## config.mk

```make
export PLATFORM = sky130hd
export DESIGN_NAME = seq_loader
export DESIGN_NICKNAME = d
export VERILOG_FILES = /design/src/rtl/nw_pkg.sv /design/src/rtl/base_encoder.sv /design/src/rtl/seq_loader.sv
export SDC_FILE = /design/constraint.sdc
export NUM_CORES = 1
export LEC_CHECK = 0
export CAP_MARGIN = 15
export CORE_ASPECT_RATIO = 1.25
export CORE_MARGIN = 2
export CORE_UTILIZATION = 58
export CTS_CLUSTER_DIAMETER = 80
export CTS_CLUSTER_SIZE = 40
export DETAILED_ROUTE_END_ITERATION = 8
export PLACE_DENSITY = 0.87
export SLEW_MARGIN = 25
export SYNTH_ARGS = -nofsm -noshare
export SYNTH_HDL_FRONTEND = slang
export SYNTH_SLANG_ARGS = --single-unit
export TNS_END_PERCENT = 50
```

## constraint.sdc

```tcl
create_clock -name clk -period 9.4 [get_ports clk]
set_input_delay 1.88 -clock clk [delete_from_list [all_inputs] [get_ports clk]]
set_output_delay 1.88 -clock clk [all_outputs]
set_load 0.05 [all_outputs]
```

## src/rtl/nw_pkg.sv

```systemverilog
// Shared definitions for the Needleman-Wunsch front end: base codes,
// loader FSM states and the ASCII-to-base mapping.
package nw_pkg;

    localparam logic [1:0] BASE_A = 2'b00;
    localparam logic [1:0] BASE_C = 2'b01;
    localparam logic [1:0] BASE_G = 2'b10;
    localparam logic [1:0] BASE_T = 2'b11;

    typedef enum logic [2:0] {
        LOAD_REF    = 3'd0,
        DRAIN_REF   = 3'd1,
        LOAD_QUERY  = 3'd2,
        DRAIN_QUERY = 3'd3,
        PRESENT     = 3'd4
    } state_t;

    // Returns {valid, code}; unknown characters map to code A with valid low.
    function automatic logic [2:0] ascii_to_base(input logic [7:0] ch);
        logic [2:0] res;
        case (ch)
            8'h41, 8'h61: res = {1'b1, BASE_A};
            8'h43, 8'h63: res = {1'b1, BASE_C};
            8'h47, 8'h67: res = {1'b1, BASE_G};
            8'h54, 8'h74: res = {1'b1, BASE_T};
            default:      res = {1'b0, BASE_A};
        endcase
        return res;
    endfunction

endpackage

```

## src/rtl/base_encoder.sv

```systemverilog
// Combinational ASCII nucleotide encoder with an invalid-character flag.
module base_encoder
    import nw_pkg::*;
(
    input  logic [7:0] in_data,
    output logic [1:0] code,
    output logic       invalid
);

    logic [2:0] dec_s;

    // Decode the character through the shared mapping
    always_comb begin
        dec_s   = ascii_to_base(in_data);
        code    = dec_s[1:0];
        invalid = ~dec_s[2];
    end

endmodule

```

## src/rtl/seq_loader.sv

```systemverilog
// Byte-serial loader that packs a reference and a query sequence into
// parallel 2-bit-per-base vectors and hands the frame off on valid/ready.
module seq_loader
    import nw_pkg::*;
#(
    parameter int REF_LEN    = 15,
    parameter int QUERY_LEN  = 10,
    parameter int BASE_WIDTH = 2
) (
    input  logic                            clk,
    input  logic                            rst,
    input  logic [7:0]                      in_data,
    input  logic                            in_valid,
    input  logic                            in_last,
    output logic                            in_ready,
    output logic [REF_LEN*BASE_WIDTH-1:0]   ref_seq,
    output logic [QUERY_LEN*BASE_WIDTH-1:0] query_seq,
    output logic                            seq_valid,
    input  logic                            seq_ready,
    output logic                            err_char,
    output logic                            err_len
);

    localparam int RIW = $clog2(REF_LEN + 1);
    localparam int QIW = $clog2(QUERY_LEN + 1);

    state_t                          state_q, state_d;
    logic [REF_LEN*BASE_WIDTH-1:0]   ref_q, ref_d;
    logic [QUERY_LEN*BASE_WIDTH-1:0] query_q, query_d;
    logic [RIW-1:0]                  ref_idx_q, ref_idx_d;
    logic [QIW-1:0]                  query_idx_q, query_idx_d;
    logic                            seq_valid_q, seq_valid_d;
    logic                            err_char_q, err_char_d;
    logic                            err_len_q, err_len_d;

    logic [1:0] enc_code_s;
    logic       enc_invalid_s;
    logic       accept_s;

    base_encoder u_enc (
        .in_data (in_data),
        .code    (enc_code_s),
        .invalid (enc_invalid_s)
    );

    assign accept_s  = in_valid && in_ready;
    assign in_ready  = (state_q != PRESENT);
    assign ref_seq   = ref_q;
    assign query_seq = query_q;
    assign seq_valid = seq_valid_q;
    assign err_char  = err_char_q;
    assign err_len   = err_len_q;

    // Next-state, packing and error-flag logic
    always_comb begin
        state_d     = state_q;
        ref_d       = ref_q;
        query_d     = query_q;
        ref_idx_d   = ref_idx_q;
        query_idx_d = query_idx_q;
        err_char_d  = err_char_q;
        err_len_d   = err_len_q;
        case (state_q)
            LOAD_REF: begin
                if (accept_s) begin
                    ref_d[(REF_LEN-1-int'(ref_idx_q))*BASE_WIDTH +: BASE_WIDTH] = BASE_WIDTH'(enc_code_s);
                    ref_idx_d  = ref_idx_q + RIW'(1);
                    err_char_d = err_char_q | enc_invalid_s;
                    if (in_last) begin
                        state_d   = LOAD_QUERY;
                        err_len_d = err_len_q | (ref_idx_q != RIW'(REF_LEN - 1));
                    end else if (ref_idx_q == RIW'(REF_LEN - 1)) begin
                        state_d = DRAIN_REF;
                    end else begin
                        state_d = LOAD_REF;
                    end
                end else begin
                    state_d = LOAD_REF;
                end
            end
            DRAIN_REF: begin
                if (accept_s) begin
                    err_len_d = 1'b1;
                    state_d   = in_last ? LOAD_QUERY : DRAIN_REF;
                end else begin
                    state_d = DRAIN_REF;
                end
            end
            LOAD_QUERY: begin
                if (accept_s) begin
                    query_d[(QUERY_LEN-1-int'(query_idx_q))*BASE_WIDTH +: BASE_WIDTH] = BASE_WIDTH'(enc_code_s);
                    query_idx_d = query_idx_q + QIW'(1);
                    err_char_d  = err_char_q | enc_invalid_s;
                    if (in_last) begin
                        state_d   = PRESENT;
                        err_len_d = err_len_q | (query_idx_q != QIW'(QUERY_LEN - 1));
                    end else if (query_idx_q == QIW'(QUERY_LEN - 1)) begin
                        state_d = DRAIN_QUERY;
                    end else begin
                        state_d = LOAD_QUERY;
                    end
                end else begin
                    state_d = LOAD_QUERY;
                end
            end
            DRAIN_QUERY: begin
                if (accept_s) begin
                    err_len_d = 1'b1;
                    state_d   = in_last ? PRESENT : DRAIN_QUERY;
                end else begin
                    state_d = DRAIN_QUERY;
                end
            end
            PRESENT: begin
                // Handoff clears everything so the next frame starts from zero
                if (seq_valid_q && seq_ready) begin
                    state_d     = LOAD_REF;
                    ref_d       = {(REF_LEN*BASE_WIDTH){1'b0}};
                    query_d     = {(QUERY_LEN*BASE_WIDTH){1'b0}};
                    ref_idx_d   = {RIW{1'b0}};
                    query_idx_d = {QIW{1'b0}};
                    err_char_d  = 1'b0;
                    err_len_d   = 1'b0;
                end else begin
                    state_d = PRESENT;
                end
            end
            default: begin
                state_d = LOAD_REF;
            end
        endcase
        seq_valid_d = (state_d == PRESENT);
    end

    // State and output registers
    always_ff @(posedge clk or negedge rst) begin
        if (!rst) begin
            state_q     <= LOAD_REF;
            ref_q       <= {(REF_LEN*BASE_WIDTH){1'b0}};
            query_q     <= {(QUERY_LEN*BASE_WIDTH){1'b0}};
            ref_idx_q   <= {RIW{1'b0}};
            query_idx_q <= {QIW{1'b0}};
            seq_valid_q <= 1'b0;
            err_char_q  <= 1'b0;
            err_len_q   <= 1'b0;
        end else begin
            state_q     <= state_d;
            ref_q       <= ref_d;
            query_q     <= query_d;
            ref_idx_q   <= ref_idx_d;
            query_idx_q <= query_idx_d;
            seq_valid_q <= seq_valid_d;
            err_char_q  <= err_char_d;
            err_len_q   <= err_len_d;
        end
    end

endmodule

```

# Word-level counts from Yosys, hierarchy flattened
# Index checks and enable logic that the tools add are counted.
[word_totals] latchBits=0 register_bits=64 rom_bits=0 input_bits=13 out_inout_bits=54 ram_bits=0 mem_count=0
[op_classes] n_div=0 bitwise=4 n_eq_ne=25 mux=35 n_lt_le_gt_ge=0 n_shift=4 addsub=6 multipliers=0 reduce_logical=17
[ops] operator="$neg 6->33" count=2
[ops] operator="$eq 8x7->1 const B" count=8
[ops] operator="$mux 30" count=2
[ops] operator="$pmux 30 s2" count=1
[ops] operator="$mux 20" count=2
[ops] operator="$pmux 20 s2" count=1
[ops] operator="$shift 2x33->20 const A" count=1
[ops] operator="$shift 2x33->30 const A" count=1
[ops] operator="$shiftx 2x33->20" count=1
[ops] operator="$shiftx 2x33->30" count=1
[ops] operator="$bwmux 30" count=1
[ops] operator="$bwmux 20" count=1
[ops] operator="$mux 3" count=6
[ops] operator="$pmux 4 s2" count=2
[ops] operator="$pmux 3 s5" count=1
[ops] operator="$mux 4" count=3
[ops] operator="$pmux 3 s4" count=1
[ops] operator="$reduce_or 2->1" count=6
[ops] operator="$ne 2x2->1 const B" count=5
[ops] operator="$sub 4x4->5 const A" count=2
[ops] operator="$mux 1" count=9
[ops] operator="$reduce_and 3->1" count=3
[ops] operator="$add 4x1->4 const B" count=2
[ops] operator="$eq 4x4->1 const B" count=2
[ops] operator="16 further kinds" count=27

# Logic depth before layout (Yosys ltp)
# Gate-level depths: netlist of the first run.
[logic_depth] word_depth=7 mapped_depth=14 ltp_nobuf=12

# By module
# A second synthesis of the first run with hierarchy kept.
[unflattened] hier_cells=407 area_unflattened_um2=3998.8
[modules_own_cells] module="seq_loader" cells_each=396 instances=1 seq_area_each_um2=1601.5 area_per_inst_um2=3907.5
[modules_own_cells] module="base_encoder" cells_each=11 instances=1 seq_area_each_um2=0.0 area_per_inst_um2=91.3

# Worst setup path before layout of the first run
# OpenSTA, ideal clock, no wires.
[synth_timing] path_kind="flip-flop to flip-flop" start="register ref_idx_q[0]" end="register ref_q[20], in the netlist ref_seq[20]" t_required_ns=9.261 setup_slack_ns=5.870 path_buffers=2 synth_period_minus_slack_ns=3.530 path_stages_with_launch=14 setup_time_ns=0.139 arrival_ns=3.391 cell_sequence="dfrtp_1 > clkbuf_1 > inv_1 > ha_1 > nor2_1 > nand3_1 > inv_1 > ha_1 > or4_1 > nor4b_2 > nand2_1 > buf_2 > o211ai_1 > o31ai_1"
[synth_via] elab_chain_len=6
[synth_rtl] element="start, declared" line_no="seq_loader.sv:30" source="logic [RIW-1:0] ref_idx_q, ref_idx_d;"
[synth_rtl] element="start signal, assigned" line_no="seq_loader.sv:141" source="ref_idx_q <= {RIW{1'b0}};"
[synth_rtl] element="start signal, assigned" line_no="seq_loader.sv:150" source="ref_idx_q <= ref_idx_d;"
[synth_rtl] element="$sub 4x4->5 (*)" line_no="seq_loader.sv:66" source="ref_d[(REF_LEN-1-int'(ref_idx_q))*BASE_WIDTH +: BASE_WIDTH] = BASE_WIDTH'(enc_code_s);"
[synth_rtl] element="$neg 6->33 (*)" line_no="seq_loader.sv:66"
[synth_rtl] element="$shiftx 2x33->30 / $shift 2x33->30 (equally long branches)" line_no="seq_loader.sv:66"
[synth_rtl] element="$bwmux 30 (*)" line_no="seq_loader.sv:66"
[synth_rtl] element="$mux 30 (*)" line_no="seq_loader.sv:65" source="if (accept_s) begin"
[synth_rtl] element="$pmux 30 s2 (*)" line_no="seq_loader.sv:63" source="case (state_q)"
[synth_rtl] element="end signal, assigned" line_no="seq_loader.sv:139" source="ref_q <= {(REF_LEN*BASE_WIDTH){1'b0}};"
[synth_rtl] element="end signal, assigned" line_no="seq_loader.sv:148" source="ref_q <= ref_d;"
[synth_rtl] element="end, declared" line_no="seq_loader.sv:28" source="logic [REF_LEN*BASE_WIDTH-1:0] ref_q, ref_d;"
# Mark *: on every way between the ends. The rest lies on a longest branch, timed or not. The select of a mux whose other input is x is not followed.
# A chain may end at the register's enable or synchronous reset.

# Worst setup path in the final report of the first run
[layout_timing] start="register ref_idx_q[0]" end="register ref_q[29], in the netlist ref_seq[29]"
# The elaborated chain is that of the path after synthesis.

==> results.json, run 1 <==
{
  "cts.path.max_buffers": 2,
  "ys_ff_latch": 64,
  "antenna_cells": 0,
  "drt_iter0_drc": 257,
  "syn_area_per_cell_um2": 9.81,
  "vias": 3423,
  "postRouteAntennaNets": 0,
  "grt_pass1_vias": 3379,
  "postCtsResizedCells": 0,
  "dp_hpwl_mm": 7.14,
  "die_w_um": 77.4,
  "finish.net_count": 495,
  "via_per_inst": 6.18,
  "ys_seq_area_frac": 0.410,
  "hp-class": "flip-flop to flip-flop",
  "core_um2": 6520,
  "hold_viol_final": 0,
  "setup_viol": 0,
  "outcome": "finished clean",
  "async_reset_ff_frac": 1.00,
  "grt-ovfl-total": 0,
  "skew_ns": 0.00826,
  "peakVddDrop_v": 0.000279,
  "pre_cts_ws_ns": 5.07,
  "numCtsBuffers": 9,
  "grt_use_total": 0.273,
  "syn_nets": 431,
  "gp_congestion": 0.885,
  "path_max_fanout": 14,
  "portBuffers": 65,
  "wl_mm": 9.71,
  "post_cts_buffers": 0,
  "cp-start-kind": "flip-flop",
  "ff_latch_area_um2": 1600,
  "setup_tns_ns": 0,
  "rows": 33,
  "final_max_slew_viol_count": 0,
  "rsz0062_at_grt": "false",
  "multi_input_area_um2": 2190,
  "synth_top_area_share": 0.410,
  "synth.distinct_cells": 62,
  "syn_inst": 398,
  "r2r_setup_slack_ns": 5.10,
  "cts.sinks": 64,
  "fin_ws_ns": 5.10,
  "r2r-start": "ref_idx_q[0]",
  "arrival_ns": 4.58,
  "ys_warn_count": 0,
  "synth-edff-count": 0,
  "drive_above_1_share": 0.0985,
  "whs_path_depth": 1,
  "grt_max_degree": 65,
  "cts_tree": "built",
  "ctsHoldBuffers": 0,
  "dp_cells": 538,
  "fin_cells": 554,
  "clkTransAtPathRegs_ns": 0.07,
  "synth_area_um2": 3900,
  "die_y_um": 95.7,
  "cts-root-buf": "clkbuf_8",
  "tightest_slew_ns": 0.868,
  "area_growth_pct": 24.4,
  "start_util": 0.598,
  "synth.area.top_cells": "dfrtp_1 (41%), ha_1 (6.4%), mux2i_1 (5.4%)",
  "fmax_ghz": 0.233,
  "crit_type": "flip-flop to flip-flop",
  "dieArea_um2": 7400,
  "relSlewSlack": 0.415,
  "yosys.area.top_type": "dfrtp_1",
  "antenna_found_initial": 0,
  "wl_per_cell_um": 17.5,
  "required_ns": 9.68,
  "htreeDepth": 3,
  "fin_crit_ns": 4.30,
  "min_to": "ref_seq[26]",
  "dr.pass1.iters": 5,
  "leakagePower_uw": 0.00208,
  "hold_start": "ref_seq[26]",
  "end_kind": "flip-flop",
  "drc_errors": 0,
  "insertion_delay_ns": 0.35,
  "synthFlopType": "dfrtp_1",
  "r2r-end": "ref_seq[29]",
  "top_level_ports": 67,
  "rr_worst_depth": 11,
  "fill_cells": 510,
  "powerDensity_nw_per_um2": 278,
  "fin_crit_sh": 0.457,
  "maxCapViolations": 0,
  "grt_first_pass_wirelength_mm": 15.8
}
-- routing by layer --
| layer | up-vias | share of wire | global-route usage |
|---|---|---|---|
| li1 | 1608 | - | - |
| met1 | 1665 | 0.41 | 0.313 |
| met2 | 120 | 0.51 | 0.488 |
| met3 | 30 | 0.052 | 0.0591 |
| met4 | 0 | 0.034 | 0.128 |
| met5 | - | 0 | 0 |
-- critical path: stages, from the launching register on --
cell     delay, ns
dfrtp_1       0.58
inv_1         0.08
ha_1          0.39
nor2_1        0.54
nand3_1       0.19
inv_1         0.10
ha_1          0.31
or4_1         0.59
nor4b_2       0.45
nand2_1       0.39
or4_1         0.51
nand2_1       0.09
-- worst max-delay path by stage --
stage | start | endpoint | slack (ns) | cells past startpoint
3_5_place_dp | in_valid | ref_seq[0] | 5.07 | 7
4_1_cts | ref_idx_q[0] | ref_seq[29] | 5.14 | 11
3_3_place_gp | in_valid | ref_seq[0] | 5.13 | 7
6_report | ref_idx_q[0] | ref_seq[29] | 5.10 | 11
2_1_floorplan | ref_idx_q[0] | ref_seq[20] | 5.87 | 13
5_1_grt | ref_idx_q[0] | ref_seq[29] | 4.82 | 11
-- logic make-up (layout without fill, tap and decap cells) --
kind of cell / count (synthesis) / count (layout) / synth area share
simple gates: 174 / 174 / 0.257
compound gates: 83 / 83 / 0.151
flops: 64 / 64 / 0.410
buf+inv: 25 / 94 / 0.0295
mux: 23 / 23 / 0.0596
fa+ha+maj: 20 / 20 / 0.0641
xor+xnor: 9 / 9 / 0.0276
-- layout by cell type, fill, tap and decap left out, drive strengths merged, types with 8 or more instances in the layout --
| cell type | instances |
|---|---|
| nand3 | 15 |
| mux2i | 21 |
| clkdlybuf4s50 | 64 |
| o211ai | 16 |
| dfrtp | 64 |
| nor2 | 27 |
| o21ai | 19 |
| a21oi | 11 |
| or3 | 8 |
| or2 | 8 |
| nand2 | 52 |
| ha | 20 |
| inv | 11 |
| clkbuf | 10 |
| o31ai | 12 |
-- area by class of cell --
| class | count | share of cell area |
|---|---|---|
| timing repair buffer | 68 | 0.138 |
| clock buffer | 10 | 0.0284 |
| multi-input combinational | 309 | 0.450 |
| inverter | 10 | 0.00773 |
| tap | 87 | 0.0224 |
| clock inverter | 6 | 0.0237 |
| sequential | 64 | 0.330 |
-- sequential cells by signal (all words and copies together) (netlist names) --
register and count:
ref_seq 30, query_seq 20, query_idx_q 4, ref_idx_q 4
state_q 3, err_char 1, err_len 1, seq_valid 1
-- report_power, final --
part,internal (uW),switching (uW)
combinational,230,451
sequential,309,63.9
clock,185,112
total,724,627
-- through the flow --
| step | utilization | hold WS, ns | total power, uW | instance area, um^2 |
|---|---|---|---|---|
| 5_1_grt | 0.744 | 0.536 | 1430 | 4850 |
| 6_report | 0.744 | 0.503 | 1350 | 4850 |
| 2_1_floorplan | - | 0.526 | 875 | 3900 |
| 3_5_place_dp | 0.705 | 0.488 | 1040 | 4600 |
| 3_3_place_gp | 0.705 | 0.481 | 1010 | 4600 |
| 4_1_cts | 0.744 | 0.505 | 1340 | 4850 |
-- synth_stat cells, types with 7 or more instances --
| master | count |
|---|---|
| nand3_1 | 15 |
| nand2_1 | 52 |
| or2_2 | 8 |
| nor3_1 | 7 |
| ha_1 | 20 |
| or3_1 | 7 |
| nand2b_1 | 7 |
| a22o_1 | 7 |
| o211ai_1 | 16 |
| mux2i_1 | 21 |
| o31ai_1 | 12 |
| o21ai_0 | 17 |
| a21oi_1 | 10 |
| clkbuf_1 | 8 |
| inv_1 | 10 |
| dfrtp_1 | 64 |
| nor2_1 | 27 |
Power figures use the tool's default switching activity.
==> inputs of run 2 (changes only) <==
Settings changed: CORE_UTILIZATION 58 to 48, PLACE_DENSITY 0.87 to 0.77.
Clock period 9.4 ns to 3.7 ns, I/O delays scaled along.
==> results.json, run 2 (same netlist as run 1, synthesis figures left out) <==
{
  "outcome": "finished clean",
  "via_per_inst": 5.92,
  "drt_iter0_drc": 242,
  "end_kind": "flip-flop",
  "tightest_slew_ns": 0.767,
  "r2r_setup_slack_ns": 0.19,
  "fin_crit_ns": 3.51,
  "clkTransAtPathRegs_ns": 0.07,
  "postRouteAntennaNets": 0,
  "maxCapViolations": 0,
  "crit_type": "flip-flop to flip-flop",
  "rr_worst_depth": 11,
  "slowest_delay_ns": 0.52,
  "finish.net_count": 508,
  "grt_first_pass_wirelength_mm": 16.5,
  "cp-start-kind": "flip-flop",
  "total_power_uw": 3380,
  "hp-class": "primary input to async pin",
  "cts.sinks": 64,
  "stdcell_area_um2": 4930,
  "dieArea_um2": 8870,
  "path_cells": "inv_1 -> ha_1 -> ha_1 -> or3_1 -> inv_1 -> ha_1 -> nor4bb_1 -> nand4_1 -> buf_4 -> or4_4 -> mux2_1",
  "numCtsBuffers": 9,
  "dp_hpwl_mm": 7.40,
  "gp_congestion": 0.965,
  "drc_errors": 0,
  "drive_above_1_share": 0.132,
  "cts-root-buf": "clkbuf_8",
  "grt_max_degree": 44,
  "grt_pass1_vias": 3466,
  "hold_viol_final": 0,
  "rows": 36,
  "start_util": 0.498,
  "cts.path.max_buffers": 2,
  "antenna_cells": 0,
  "portBuffers": 65,
  "insertion_delay_ns": 0.35,
  "final_max_slew_viol_count": 0,
  "cp_slowest_cell": "or4_4",
  "core_um2": 7840,
  "fmax_ghz": 0.285,
  "path_max_fanout": 5,
  "placed_area_um2": 4700,
  "area_growth_pct": 26.3,
  "setup_tns_ns": 0,
  "htreeDepth": 3,
  "wl_mm": 9.77,
  "arrival_ns": 3.75,
  "required_ns": 3.94,
  "cts_tree": "built",
  "crit_top_cell": "ha_1",
  "grt-ovfl-total": 0,
  "setup_viol": 0,
  "die_w_um": 84.7,
  "pre_cts_ws_ns": 0.108,
  "grt_use_total": 0.231,
  "ctsHoldBuffers": 0,
  "relSlewSlack": 0.475,
  "dr.pass1.iters": 5,
  "top_level_ports": 67,
  "die_y_um": 105,
  "post-route-util": 0.629,
  "peakVddDrop_v": 0.000427,
  "final_cell_mix": "dfrtp_1 (64), clkdlybuf4s50_1 (64), nand2_1 (52)",
  "fin_ws_ns": 0.191,
  "largest_register_ffs": 30,
  "skew_ns": 0.00724,
  "fin_crit_sh": 0.948,
  "powerDensity_nw_per_um2": 687,
  "antenna_found_initial": 0,
  "wl_per_cell_um": 17.0,
  "vias": 3396,
  "leakagePower_uw": 0.00212
}
[run 2: path summary, 6_finish.rpt]
check	from	end
worst max-delay path	query_idx_q[1]	query_seq[9]
worst min-delay path	rst	ref_idx_q[3]
worst max register to register	query_idx_q[1]	query_seq[9]
worst min register to register	err_len	err_len
max in group asynchronous	rst	query_seq[2]
min in group clk	err_len	err_len
[run 2: routing by layer]
layer / vias up / routed length, um / track usage
met5: - / 0 / 0
met4: 0 / 299 / 0.111
met3: 26 / 452 / 0.0403
met2: 98 / 5030 / 0.398
met1: 1640 / 3990 / 0.276
li1: 1632 / - / -
[run 2: repair_timing]
action                                  CTS  global route
buffers inserted                          0             1
endpoints found under the setup margin    0            10
gates resized for setup                   0             6
[run 2: final cells by class]
class	instances	area, um^2
Inverter	10	37.5
Sequential cell	64	1600
Timing Repair Buffer	81	766
Fill cell	680	2910
Clock buffer	9	124
Multi-Input combinational cell	309	2220
Tap cell	95	119
Clock inverter	6	61.3
[run 2: metrics by stage]
stage,instances,hold WS [ns]
floorplan,398,0.444
global placement,558,0.489
detailed placement,558,0.500
CTS,573,0.368
global route,574,0.378
finish,574,0.342
[run 2: critical path: cells and delay by family, from the launching register on]
kind,cells,cell delay (ns)
simple gates,4,1.49
fa+ha+maj,3,0.81
flops,1,0.41
buf+inv,3,0.37
mux,1,0.32
[run 2: where the power goes]
group / switching (uW) / leakage, uW / internal (uW)
clock network: 287 / 0.0000948 / 305
registers: 141 / 0.000869 / 787
logic: 1190 / 0.00115 / 678
total: 1610 / 0.00212 / 1770
==> RTL change: new RTL, settings of run 2 <==
Re-encode `state_t` (5 states) as one-hot, 5 bits wide.
--- a/src/rtl/nw_pkg.sv
+++ b/src/rtl/nw_pkg.sv
@@ -7,12 +7,12 @@
     localparam logic [1:0] BASE_G = 2'b10;
     localparam logic [1:0] BASE_T = 2'b11;
 
-    typedef enum logic [2:0] {
-        LOAD_REF    = 3'd0,
-        DRAIN_REF   = 3'd1,
-        LOAD_QUERY  = 3'd2,
-        DRAIN_QUERY = 3'd3,
-        PRESENT     = 3'd4
+    typedef enum logic [4:0] {
+        LOAD_REF    = 5'b00001,
+        DRAIN_REF   = 5'b00010,
+        LOAD_QUERY  = 5'b00100,
+        DRAIN_QUERY = 5'b01000,
+        PRESENT     = 5'b10000
     } state_t;
 
     // Returns {valid, code}; unknown characters map to code A with valid low.
Check against the original RTL: no difference found for any inputs over 4 cycles, from zero or initial values and one cycle with rst low; so few cycles prove little.
==> RTL change against run 2 <==
- sequential cell count rose by 2
- area after synthesis rose by 4.8%
- hold slack improved by 0.022 ns
- count of clock-buffer cells in the layout rose by 1
- clock skew rose by 0.0036 ns
- wire length rose by 5.4%
- cell count rose by 6.8%
- die area rose by 4.6%
- setup slack improved by 0.011 ns
- maximum frequency rose by 0.32%
- power fell by 11%
- sequential power fell by 5.2%
- final area rose by 3.8%
- critical endpoint is now query_seq[3]
==> RTL change: results (changes against run 2) <==
----------------------------------------------------
[Synth]
  Mean post-synth cell area ... 9.34 um2 (was 9.81 um2)
  Distinct cells, synth ... 51 (was 62)
  Post-synthesis register bit count ... 66 (was 64)
  Total nets after synthesis ... 474 (was 431)
  Biggest area contributors in the synthesized netlist ... sky130_fd_sc_hd__dfrtp_1 (40%), sky130_fd_sc_hd__mux2i_1 (9.1%), sky130_fd_sc_hd__ha_1 (7.0%), sky130_fd_sc_hd__nand2_1 (6.1%), sky130_fd_sc_hd__nand3_1 (2.4%) (was sky130_fd_sc_hd__dfrtp_1 (41%), sky130_fd_sc_hd__ha_1 (6.4%), sky130_fd_sc_hd__mux2i_1 (5.4%), sky130_fd_sc_hd__nand2_1 (5.0%), sky130_fd_sc_hd__o211ai_1 (3.1%))

[Global route]
  Met1 demand-to-capacity share in global routing ... 28.6% (was 27.6%)
  First-pass GRT wire length ... 17,100 um (was 16,500 um)
  Pin count of the biggest net entering global routing ... 58 (was 44)
  Global Route met3 Usage ... 5.39% (was 4.03%)
  Fraction of met2 tracks used by global routing ... 40.2% (was 39.8%)
  Total global routing track utilization ... 23.4% (was 23.1%)
  Vias in the first global route ... 3,662 (was 3,466)

[Critical path]
  Data arrival time of the worst path ... 3.72 ns (was 3.75 ns)
  Highest net fanout along the worst path ... 7 (was 5)
  Cell at the slowest stage of the critical path ... sky130_fd_sc_hd__or3_1 (was sky130_fd_sc_hd__or4_4)
  Terminus of the critical flop-to-flop path ... query_seq[3] (was query_seq[9])
  Number of cells traversed by the worst register-to-register path ... 12 (was 11)

[Finish]
  Number of nets in the finished design ... 547 (was 508)
  Plain + repair buffers ... 78 (was 81)
  Clock network contribution to total cell area ... 4.28% (was 3.76%)
  Fillers ... 704 (was 680)
  FF+latch area ... 1650 um2 (was 1600 um2)
  Multi-input combinational cell count ... 341 (was 309)
  Layout inverter count without the clock tree ... 15 (was 10)
  Data-path buffer share of cell area in the final layout ... 14.6% (was 15.5%)
  Fraction of area in multi-input gates ... 45.3% (was 45.0%)

[Detailed routing]
  Starting DRC count in detailed routing ... 217 (was 242)

[Run status]
  Status ... finished clean (unchanged)

[STA]
  Slew at the pin closest to its max-slew limit ... 0.789 ns (was 0.767 ns)

[Power and ir drop]
  Power Combinational ... 1.44 mW (was 1.86 mW)
  Cell Int Power ... 1.71 mW (was 1.77 mW)

[Placed design]
  Half-perimeter wire length after detailed placement ... 7440 um (was 7400 um)

----------------------------------------------------
## RTL change: cell count changes after synthesis, moves of 7 or more
| cell | change |
|---|---|
| sky130_fd_sc_hd__a31oi_1 | +7 |
| sky130_fd_sc_hd__o211ai_1 | -13 |
| sky130_fd_sc_hd__o31ai_1 | -12 |
| sky130_fd_sc_hd__mux2i_1 | +16 |
| sky130_fd_sc_hd__a22o_1 | -7 |
| sky130_fd_sc_hd__nand2_1 | +15 |
## RTL change: logic make-up after synthesis
kind of cell	share of synthesized area, %
AND/OR/NAND/NOR	25.2
AO/OA/AOI/OAI	12.7
flip-flops	40.4
multiplexers	9.05
buffers and inverters	3.24
adder cells (fa/ha/maj)	7.04
XOR/XNOR	2.36
## RTL change: critical path, delay by kind of cell (launching register included)
| kind | cells | cell delay (ns) |
|---|---|---|
| AO/OA/AOI/OAI | 1 | 0.32 |
| adder cells (fa/ha/maj) | 3 | 0.90 |
| buffers and inverters | 3 | 0.37 |
| flip-flops | 1 | 0.40 |
| multiplexers | 1 | 0.20 |
| AND/OR/NAND/NOR | 4 | 1.17 |
## RTL change: per-stage QoR
stage / hold WS (ns) / util, % / power [mW] / instances / setup slack, ns
global route: 0.403 / 62.1 / 3.20 / 613 / 0.0165
floorplan: 0.444 / - / 1.88 / 438 / 0.476
global placement: 0.475 / 59.2 / 2.22 / 597 / 0.320
detailed placement: 0.473 / 59.2 / 2.28 / 597 / 0.141
finish: 0.365 / 62.1 / 2.99 / 613 / 0.202
CTS: 0.495 / 61.9 / 2.97 / 613 / 0.104
## RTL change: routing by layer
metal | vias to the layer above | share of wire, %
li1 | 1743 | -
met1 | 1769 | 41
met2 | 108 | 52
met3 | 14 | 4.9
met4 | 0 | 1.5
met5 | - | 0
